### config.mk
export PLATFORM = sky130hd
export DESIGN_NAME = wb_port_arbiter
export DESIGN_NICKNAME = d
export VERILOG_FILES = /design/src/rtl/wb_port_arbiter.sv
export SDC_FILE = /design/constraint.sdc
export NUM_CORES = 1
export LEC_CHECK = 0
export ABC_AREA = 1
export CORE_ASPECT_RATIO = 1.75
export CORE_MARGIN = 4
export CORE_UTILIZATION = 52
export CTS_CLUSTER_DIAMETER = 60
export DETAILED_ROUTE_END_ITERATION = 7
export HOLD_SLACK_MARGIN = 0.15
export PLACE_DENSITY = 0.93
export REMOVE_ABC_BUFFERS = 1
export SYNTH_ARGS = -nofsm -noshare
export SYNTH_HDL_FRONTEND = slang
export SYNTH_SLANG_ARGS = --single-unit
### constraint.sdc
create_clock -name clk -period 8.7 [get_ports clk]
set_input_delay 1.305 -clock clk [delete_from_list [all_inputs] [get_ports clk]]
set_output_delay 1.305 -clock clk [all_outputs]
set_load 0.005 [all_outputs]
### src/rtl/wb_port_arbiter.sv
// wb_port_arbiter: shares the register-file write port between pipeline write-back and a buffered long-unit result FIFO; optional WB_ARB_KILL_EN drops stale buffered results
module wb_port_arbiter #(
  parameter int DEPTH = 2,
  parameter int STARVE_LIMIT = 4
) (
  input  logic        clk,
  input  logic        rst,
  input  logic        wb_wreg_i,
  input  logic [4:0]  wb_wd_i,
  input  logic [31:0] wb_wdata_i,
  input  logic        lu_valid_i,
  input  logic [4:0]  lu_wd_i,
  input  logic [31:0] lu_wdata_i,
  output logic        lu_ready_o,
  output logic        reg_we_o,
  output logic [4:0]  reg_waddr_o,
  output logic [31:0] reg_wdata_o,
  output logic        stallreq_o,
  output logic        lu_pending_o
);
  localparam int AW = $clog2(DEPTH);
  localparam int CW = AW + 1;
  localparam int WW = $clog2(STARVE_LIMIT + 1);
  localparam logic [CW-1:0] FULL = CW'(DEPTH);
  localparam logic [WW-1:0] LIM = WW'(STARVE_LIMIT);
  logic [4:0]    mem_a [DEPTH];
  logic [31:0]   mem_d [DEPTH];
  logic [AW-1:0] wp, rp;
  logic [CW-1:0] count;
  logic [WW-1:0] wait_cnt;
  logic          push, pop, head_live;
  assign lu_ready_o   = count != FULL;
  assign lu_pending_o = count != '0;
  assign stallreq_o   = wait_cnt == LIM;
  assign push = lu_valid_i & lu_ready_o;
  assign pop  = !wb_wreg_i & lu_pending_o;
  // FIFO pointers, occupancy and head starvation counter
  always_ff @(posedge clk) begin
    if (rst) begin
      wp       <= '0;
      rp       <= '0;
      count    <= '0;
      wait_cnt <= '0;
    end else begin
      if (push) wp <= wp + AW'(1);
      if (pop) rp <= rp + AW'(1);
      count    <= count + CW'(push) - CW'(pop);
      wait_cnt <= (!lu_pending_o || pop) ? '0 : stallreq_o ? wait_cnt : wait_cnt + WW'(1);
    end
  end
  // FIFO storage, written on accepted long-unit results
  always_ff @(posedge clk) begin
    if (push) begin
      mem_a[wp] <= lu_wd_i;
      mem_d[wp] <= lu_wdata_i;
    end
  end
`ifdef WB_ARB_KILL_EN
  logic [DEPTH-1:0] live;
  // a newer pipeline write to the same register kills buffered results; a same-cycle push stays live
  always_ff @(posedge clk) begin
    if (rst) begin
      live <= '0;
    end else begin
      for (int i = 0; i < DEPTH; i++)
        if (wb_wreg_i && wb_wd_i != 5'd0 && mem_a[i] == wb_wd_i) live[i] <= 1'b0;
      if (push) live[wp] <= 1'b1;
    end
  end
  assign head_live = live[rp];
`else
  assign head_live = 1'b1;
`endif
  // registered write port: pipeline first, else FIFO head; r0 and dead heads burn the slot
  always_ff @(posedge clk) begin
    if (rst) begin
      reg_we_o    <= 1'b0;
      reg_waddr_o <= '0;
      reg_wdata_o <= '0;
    end else if (wb_wreg_i) begin
      reg_we_o    <= 1'b1;
      reg_waddr_o <= wb_wd_i;
      reg_wdata_o <= wb_wdata_i;
    end else if (pop) begin
      reg_we_o    <= head_live && mem_a[rp] != 5'd0;
      reg_waddr_o <= mem_a[rp];
      reg_wdata_o <= mem_d[rp];
    end else begin
      reg_we_o <= 1'b0;
    end
  end
endmodule

Yosys cells after proc, flatten, opt, wreduce, memory -nomap -nowiden
Memory sizes are Yosys's and may differ from the RTL's. A register that Yosys moved wholly into a read port is not among the register bits.
Cells that the tools add are included.
{"block": "op_classes", "mux": 12, "n_addsub": 5, "n_bitwise": 2, "n_eq_ne": 2, "n_reduce_logical": 7}
{"cell": "32-bit 2-to-1 mux", "count": 2}
{"cell": "5-bit 2-to-1 mux", "count": 2}
{"cell": "1-bit 2-to-1 mux", "count": 8}
{"cell": "5-bit nonzero test", "count": 1}
{"cell": "2-bit nonzero test", "count": 2}
{"cell": "3-bit by 1-bit adder with 3-bit output, second input constant", "count": 1}
{"cell": "3-bit == test, second input constant", "count": 1}
{"cell": "1-bit adder, second input constant", "count": 2}
{"cell": "2-bit by 1-bit adder with 2-bit output", "count": 1}
{"cell": "1-bit AND", "count": 2}
{"cell": "1-bit logical NOT", "count": 2}
{"cell": "2-bit != test, second input constant", "count": 1}
{"cell": "2-bit OR reduction", "count": 1}
{"cell": "2-bit by 1-bit subtractor with 2-bit output", "count": 1}
{"cell": "1-bit logical OR", "count": 1}
{"block": "word_totals", "wordCells": 37, "mem_bits_rw": 74, "out_inout_bits": 41, "input_bits": 78, "reg_bits": 45, "mem_count": 2}
{"name": "mem_d", "words": 2, "word_bits": 32, "rd": 1, "rd_clocked_by_memory_dff": 1, "wr": 1, "line": "27", "source": "logic [31:0] mem_d [DEPTH];"}
{"name": "mem_a", "words": 2, "word_bits": 5, "rd": 1, "rd_clocked_by_memory_dff": 1, "wr": 1, "line": "26", "source": "logic [4:0] mem_a [DEPTH];"}

Depth between registers and ports, before layout
Gate-level depths: netlist (run 1).
{"block": "depth", "depth_word": 4, "mapped_depth": 9, "depth_no_buf": 9}

Least setup slack after synthesis (run 1)
No wires, ideal clock.
{"block": "synth_timing", "path_type": "in2reg", "from": "input lu_valid_i", "to": "memory mem_a[1][0] (enable)", "t_arrival_ps": 3247, "cell_stages": 4, "setup_slack_ps": 5020, "path_buffers": 0, "required_ps": 8267, "setup_ps": 433, "cell_sequence": "inv_1 a21oi_1 inv_1 nor2_1"}
{"block": "synth_between", "elab_chain_len": 3}
{"item": "start: declaration", "line": "11", "source": "input logic lu_valid_i,"}
{"item": "1-bit AND", "line": "35", "source": "assign push = lu_valid_i & lu_ready_o;"}
{"item": "1-bit 2-to-1 mux", "line": "53", "source": "if (push) begin"}
{"item": "1-bit 2-to-1 mux (not written as such)", "line": "54", "source": "mem_a[wp] <= lu_wd_i;"}
{"item": "end: declaration", "line": "26"}
No other way between the ends.

Worst setup path after layout (run 1)
{"block": "layout_timing", "from": "input wb_wreg_i", "to": "register reg_wdata_o[21]"}
{"block": "layout_between", "elab_chain_len": 3, "word_cells_on_any_way": 4, "cone_classes": "1 x mux; 1 x bitwise; 2 x reduce/logical"}
{"item": "start: declaration", "line": "8", "source": "input logic wb_wreg_i,"}
{"item": "1-bit logical NOT", "line": "36", "source": "assign pop = !wb_wreg_i & lu_pending_o;"}
{"item": "1-bit AND", "line": "36"}
{"item": "2-bit nonzero test (no source line)"}
{"item": "end signal: assignment", "line": "83", "source": "reg_wdata_o <= wb_wdata_i;"}
{"item": "end signal: assignment", "line": "87", "source": "reg_wdata_o <= mem_d[rp];"}
{"item": "end: declaration", "line": "17", "source": "output logic [31:0] reg_wdata_o,"}
Several ways; a longest one is shown, not always the timed one.
A chain may end at the register's enable or synchronous reset.

==> impl_summary.log, run 1 <==
INFO  metric peakVddDrop = ~200 uV
INFO  metric placed_area = between 5000 and 6000 sq um
INFO  metric row_count = 45
INFO  metric power.clock.fraction = between 30% and 40%
INFO  metric power.sequential.fraction = between 40 and 50%
INFO  metric start_util = roughly 54%
INFO  metric met2WireLength = 6.43 mm
INFO  metric run_status = complete, no violations
INFO  metric internal_power = between 1 and 1.5 mW
INFO  metric clk_path_buf_depth = 2
INFO  metric place_hpwl = roughly 7.2 mm
INFO  metric p_leak = about 2.3 nW
INFO  metric die_w = just under 80 um
INFO  metric min_to = rp
INFO  metric whs = around 460 ps
INFO  metric dr_total_vias = approximately 3,500
INFO  metric synth-warning-count = 0
INFO  metric tightest_slew = ~1200 ps
INFO  metric top_layer = met4
INFO  metric timing.hold.worst_path_depth = 1
INFO  metric detail_route.iter0.violations = approximately 150
INFO  metric clk-insertion-delay-late = a little over 400 ps
INFO  metric grt_start_max_net_pins = 41
INFO  metric finalWorstPathRequiredPeriod = 3240 ps
INFO  metric worst_clock_skew = ~10 ps
INFO  metric avgSynthCellArea = around 12 sq um
INFO  metric timing_max_transition_violations_final = 0
INFO  metric rr_endpoint = reg_wdata_o[5]
INFO  metric pre_cts_setup_slack = slightly above 5000 ps
INFO  metric number_of_enable_type_register_cells_in_the_synthesized_netlist = 74
INFO  metric totalNegativeSetupSlack = 0 ps
INFO  metric layout_common_cells = clkdlybuf4s50_1 (117), edfxtp_1 (74), a21oi_1 (69)
INFO  metric postLayoutCellArea = ~6300 sq um
INFO  metric buffer_ports.inserted = between 100 and 150
INFO  metric cts_made_buffers = 17
INFO  metric number_of_hold_slack_violations_in_the_final_timing_report = 0
INFO  metric power-per-cell-area = 286 nW/um^2
INFO  metric timing.final.ws_setup = between 5000 and 6000 ps
INFO  metric fill_cells = 603
INFO  metric clkSlewWorstSetupHoldPaths = 50 ps
INFO  metric area_occupied_by_multi_input_gates = 1310 sq um
INFO  metric worst-path-max-fanout = 40
INFO  metric cts_repair_resize_count = 0
INFO  metric gpl.final_weighted_congestion = ~0.81
INFO  metric setup_viol = 0
INFO  metric drc = 0
INFO  metric dr_wl_met3 = roughly 580 um
INFO  metric post_synth_num_cell_types = 26
INFO  metric cts_post_setup_buffers_inserted = 0
INFO  metric diodes = 0
INFO  metric grt_pass1_wl = 17.0 mm
INFO  metric synthesis_stage_register_bit_count = 120
INFO  metric htree_num_levels = 4
INFO  metric first_global_vias = 3,523
INFO  metric drive_above_1_share = ~12%
INFO  metric post_drt_wl_per_cell = between 15 and 20 um
INFO  metric synth_to_final_area_change = 36.4%
INFO  metric worstRegToRegCells = 3
INFO  metric core_area = ~8700 sq um
INFO  metric cts_root_buf = clkbuf_16
INFO  metric postCtsHoldBufs = 0
INFO  metric final_antenna_net_count = 0
INFO  metric ys_async_sr_fraction = 0%
INFO  metric power.share.switching = 28.3%
INFO  metric rrSetupSlack = 6360 ps
INFO  metric viasPerCell = 5.44
INFO  metric setup.worst_path.start_class = input port
INFO  metric detailed_router_iteration_count_before_antenna_repair = 4
INFO  metric crit_path_end_kind = register
INFO  metric critical_path_required = 8990 ps
INFO  metric layout.area.seq = about 3100 sq um
INFO  metric clock_sink_count = 120
INFO  metric maxCapViolCount = 0
INFO  metric combPwrFrac = between 20 and 25%
INFO  metric relSlewSlack = 23.0%
INFO  metric io-pin-count = 119
INFO  metric worstSetupPathType = in -> reg
INFO  metric netlist_area = about 4600 sq um
INFO  metric overall_global_routing_resource_usage = between 20% and 30%
INFO  metric hold_start = rp
INFO  metric die_y = 133 um
INFO  metric timing.critical_path.arrival = 3520 ps
INFO  metric floorplan.die_area = 10,600 sq um
INFO  metric min_period_over_period = 37.2%
INFO  metric commonest_non_fill_non_tap_cell_in_the_layout = clkdlybuf4s50_1
INFO  metric synth_cells = slightly below 400
INFO  metric met1_wire_length = about 4 mm
INFO  metric power.net_switching = 513 uW
INFO  metric hp-class = reg -> reg
INFO  metric drt-total-wl = 11.2 mm
INFO  metric cts_tree = built
INFO  metric antenna_violations_before_repair = 0
INFO  metric num-nets-final = between 500 and 600
INFO  metric synth_sequential_area_ratio = between 60% and 70%
INFO  metric grt_total_ovfl = 0
INFO  metric fmax = 0.309 GHz
INFO  metric most_frequently_used_flop_master_after_synthesis = edfxtp_1
INFO  metric setup_repair_after_global_routing_missed_its_margin = no
worst max-delay path by stage:
stage,startpoint,endpoint,slack [ps],cells past startpoint
global placement,wb_wreg_i,reg_wdata_o[16],5220,6
finish,wb_wreg_i,reg_wdata_o[21],5460,6
global route,wb_wreg_i,reg_wdata_o[8],5320,6
CTS,wb_wreg_i,reg_wdata_o[21],5500,6
detailed placement,wb_wreg_i,reg_wdata_o[21],5070,6
floorplan,lu_valid_i,mem_a[1][0],5020,4
critical path: stages:
cell,delay [ps]
buf_2,600
inv_2,520
nand2_4,480
inv_4,240
a21oi_1,230
a21oi_1,110
through the flow:
stage / power, mW / instances / utilization, %
4_1_cts: 1.82 / 638 / 73.0
5_1_grt: 1.90 / 638 / 73.0
3_3_place_gp: 1.20 / 607 / 67.4
2_1_floorplan: 1.00 / 372 / -
3_5_place_dp: 1.23 / 607 / 67.4
6_report: 1.81 / 638 / 73.0
sequential cells by signal, indices dropped and copies added (netlist names), named ones only:
name	cells
reg_we_o	1
wait_cnt	3
wp	1
count	2
reg_waddr_o	5
mem_a	10
reg_wdata_o	32
rp	1
mem_d	64
power by group through the flow:
stage | logic, mW | registers (mW) | clock network [mW]
6_report | 0.443 | 0.783 | 0.586
5_1_grt | 0.486 | 0.794 | 0.619
4_1_cts | 0.447 | 0.782 | 0.590
3_5_place_dp | 0.441 | 0.790 | 0
3_3_place_gp | 0.420 | 0.785 | 0
2_1_floorplan | 0.221 | 0.784 | 0
cells in the mapped netlist (all sizes together), types with 2 or more instances:
library cell	instances	area [sq um]
a31oi	4	25.0
a21oi	69	345
o211ai	32	240
xnor2	2	17.5
dfxtp	46	921
edfxtp	74	2220
o21ai	37	185
nand2	34	135
or2	32	200
clkbuf	9	36.3
buf	16	104
inv	16	62.6
nor2	15	66.3
nand3	6	30.0
ha	3	37.5
area by class of cell:
cell class / instances / share of cell area (%)
Sequential cell: 120 / 49.6
Timing Repair Buffer: 118 / 18.6
Multi-Input combinational cell: 236 / 20.7
Tap cell: 117 / 2.31
Clock inverter: 7 / 0.494
Inverter: 16 / 0.988
Clock buffer: 24 / 7.29
kinds of logic (layout without fill, tap and decap cells):
logic type                 after synthesis  in the layout  synth area share, %
buffers and inverters                   41            165                 4.37
adders and majority gates                3              3                0.808
and+or+nand+nor                         88             88                 9.43
AOI/OAI and AO/OA                      142            142                 17.1
xor gates and xnor gates                 3              3                0.566
DFF                                    120            120                 67.7
routing by layer:
layer / GRT usage [%] / vias to the layer above
li1: - / 1661
met5: 0 / -
met3: 6.54 / 25
met2: 39.0 / 123
met4: 11.2 / 0
met1: 22.0 / 1663
No activity file was read; power rests on OpenSTA's default activity.
==> inputs of run 2 (changes only) <==
--- a/config.mk
+++ b/config.mk
@@ -8,11 +8,11 @@
 export ABC_AREA = 1
 export CORE_ASPECT_RATIO = 1.75
 export CORE_MARGIN = 4
-export CORE_UTILIZATION = 52
+export CORE_UTILIZATION = 49
 export CTS_CLUSTER_DIAMETER = 60
 export DETAILED_ROUTE_END_ITERATION = 7
 export HOLD_SLACK_MARGIN = 0.15
-export PLACE_DENSITY = 0.93
+export PLACE_DENSITY = 0.89
 export REMOVE_ABC_BUFFERS = 1
 export SYNTH_ARGS = -nofsm -noshare
 export SYNTH_HDL_FRONTEND = slang
==> constraint.sdc (replaced) <==
create_clock -name clk -period 3 [get_ports clk]
set_input_delay 0.45 -clock clk [delete_from_list [all_inputs] [get_ports clk]]
set_output_delay 0.45 -clock clk [all_outputs]
set_load 0.005 [all_outputs]
==> run 2 against run 1 <==
Register-to-register slack lost 5400 ps. Worst hold slack got worse by 4.7 ps. Via count up 2.8%. Highest routed layer unchanged. Clock power rose to 3.1 times the previous value. Critical path depth down 1. Non-clock buffer count grew 7. Die area increased by 5.6%. Total power increased to 3.0 times the previous value. Critical path type is now reg -> out. Global-route usage grew 0.69 points.
==> impl_summary.log, run 2 (synthesized netlist as in run 1, its figures left out) <==
INFO  metric run_status = complete, no violations
INFO  metric drc = 0
INFO  metric drive_above_1_share = between 10% and 20%
INFO  metric floorplan.die_area = about 11,000 sq um
INFO  metric min_to = reg_waddr_o[4]
INFO  metric layout_common_cells = clkdlybuf4s50_1 (117), edfxtp_1 (74), a21oi_1 (69)
INFO  metric synth_to_final_area_change = 38.4%
INFO  metric max_reg_flops = 64
INFO  metric buffer_ports.inserted = between 100 and 150
INFO  metric cts_repair_resize_count = 0
INFO  metric io-pin-count = between 100 and 150
INFO  metric first_global_vias = 3,748
INFO  metric cts_tree = built
INFO  metric cts_post_setup_buffers_inserted = 0
INFO  metric commonest_non_fill_non_tap_cell_in_the_layout = clkdlybuf4s50_1
INFO  metric setup_viol = 0
INFO  metric rr_endpoint = mem_d[0][3]
INFO  metric worstRegToRegCells = 5
INFO  metric final_antenna_net_count = 0
INFO  metric worst_clock_skew = 10.9 ps
INFO  metric worstSetupPathType = reg -> out
INFO  metric place_hpwl = a little under 8 mm
INFO  metric critical_path_required = about 2600 ps
INFO  metric timing_max_transition_violations_final = 0
INFO  metric viasPerCell = roughly 5.5
INFO  metric fmax = around 0.47 GHz
INFO  metric p_leak = roughly 2.3 nW
INFO  metric core_area = between 9000 and 10,000 sq um
INFO  metric postLayoutCellArea = 6420 sq um
INFO  metric row_count = 46
INFO  metric tightest_slew = about 640 ps
INFO  metric min_period_over_period = 71.6%
INFO  metric antenna_violations_before_repair = 0
INFO  metric hold_start = wb_wreg_i
INFO  metric num-nets-final = slightly below 600
INFO  metric hp-class = in -> reg
INFO  metric rrSetupSlack = 980 ps
INFO  metric clkSlewWorstSetupHoldPaths = roughly 50 ps
INFO  metric timing.critical_path.arrival = ~1700 ps
INFO  metric worstReg2RegStart = count[0]
INFO  metric maxCapViolCount = 0
INFO  metric htree_num_levels = 4
INFO  metric cts_root_buf = clkbuf_16
INFO  metric detail_route.iter0.violations = approximately 200
INFO  metric cts_made_buffers = 17
INFO  metric relSlewSlack = between 50% and 60%
INFO  metric start_util = between 50% and 60%
INFO  metric overall_global_routing_resource_usage = 22.4%
INFO  metric worst-path-max-fanout = 5
INFO  metric setup.worst_path.start_class = register
INFO  metric area_occupied_by_multi_input_gates = about 1300 sq um
INFO  metric grt_total_ovfl = 0
INFO  metric max_flop_register = mem_d
INFO  metric post_drt_wl_per_cell = around 18 um
INFO  metric dr_total_vias = about 3,600
INFO  metric die_y = between 100 and 150 um
INFO  metric drt-total-wl = roughly 12 mm
INFO  metric clk_path_buf_depth = 2
INFO  metric crit_path_end_kind = primary output
INFO  metric clk-insertion-delay-late = between 400 and 500 ps
INFO  metric fill_cells = about 630
INFO  metric number_of_hold_slack_violations_in_the_final_timing_report = 0
INFO  metric biggestRegsByFlops = mem_d (64), reg_wdata_o (32), mem_a (10)
INFO  metric timing.hold.worst_path_depth = 4
INFO  metric grt_pass1_wl = between 15 and 20 mm
INFO  metric gpl.final_weighted_congestion = roughly 0.80
INFO  metric setup_repair_after_global_routing_missed_its_margin = no
INFO  metric postCtsHoldBufs = 0
INFO  metric layout.area.seq = approximately 3100 sq um
INFO  metric die_w = approximately 80 um
INFO  metric totalNegativeSetupSlack = 0 ps
INFO  metric power-per-cell-area = roughly 840 nW/um^2
INFO  metric finalWorstPathRequiredPeriod = between 2000 and 2500 ps
INFO  metric placed_area = approximately 5900 sq um
INFO  metric peakVddDrop = approximately 660 uV
INFO  metric detailed_router_iteration_count_before_antenna_repair = 4
INFO  metric grt_start_max_net_pins = 40
INFO  metric clock_sink_count = between 100 and 150
-- run 2: cell types whose count changed in the layout (fill, tap and decap cells not counted), sizes merged --
cell,delta
buf,+7
bufinv,+1
clkbuf,-2
clkinv,-1
clkinvlp,+3
diode,+1
-- run 2: worst max-delay path, stage by stage (launching register included) --
cell and delay (ps):
dfxtp_1 350, inv_1 70, ha_1 190, nand2_1 140, inv_1 90, clkdlybuf4s50_1 450
-- run 2: final cells by class --
type	instances	share of cell area, %
clock buffers	22	6.91
diodes	1	0.0389
clock inverters	10	1.27
well taps	120	2.34
flip-flops and latches	120	48.9
repair buffers	125	19.1
multi-input cells	236	20.4
inverters	16	0.974
-- run 2: power by group --
group / switching [mW] / internal [mW] / leakage [nW]
sequential: 0.134 / 2.10 / 1.07
combinational: 0.723 / 0.632 / 1.01
clock: 0.668 / 1.12 / 0.251
total: 1.53 / 3.85 / 2.33
-- run 2: metal layers --
layer  GRT usage (%)  vias up  part of all wire (%)
li1                -     1677                     -
met1            21.3     1751                    34
met2            42.0      117                    59
met3            6.85       25                   4.3
met4            11.1        0                   3.0
met5               0        -                     0
-- run 2: worst max-delay path by stage --
| stage | from | end | slack [ps] |
|---|---|---|---|
| floorplan | lu_valid_i | mem_a[1][0] | 180 |
| global placement | lu_valid_i | mem_d[0][0] | 630 |
| detailed placement | lu_valid_i | mem_d[0][0] | 490 |
| CTS | wait_cnt[0] | stallreq_o | 820 |
| global route | wait_cnt[0] | stallreq_o | 760 |
| finish | wait_cnt[0] | stallreq_o | 850 |
-- run 2: metrics by stage --
stage	cells	hold slack (ps)	worst slack (ps)	power [mW]	util, %
after global routing	649	493	756	5.64	70.2
final	650	460	853	5.38	70.2
after CTS	649	454	822	5.40	70.2
after floorplan	372	426	175	2.91	-
after detailed placement	617	456	494	3.61	64.4
after global placement	617	435	627	3.53	64.4
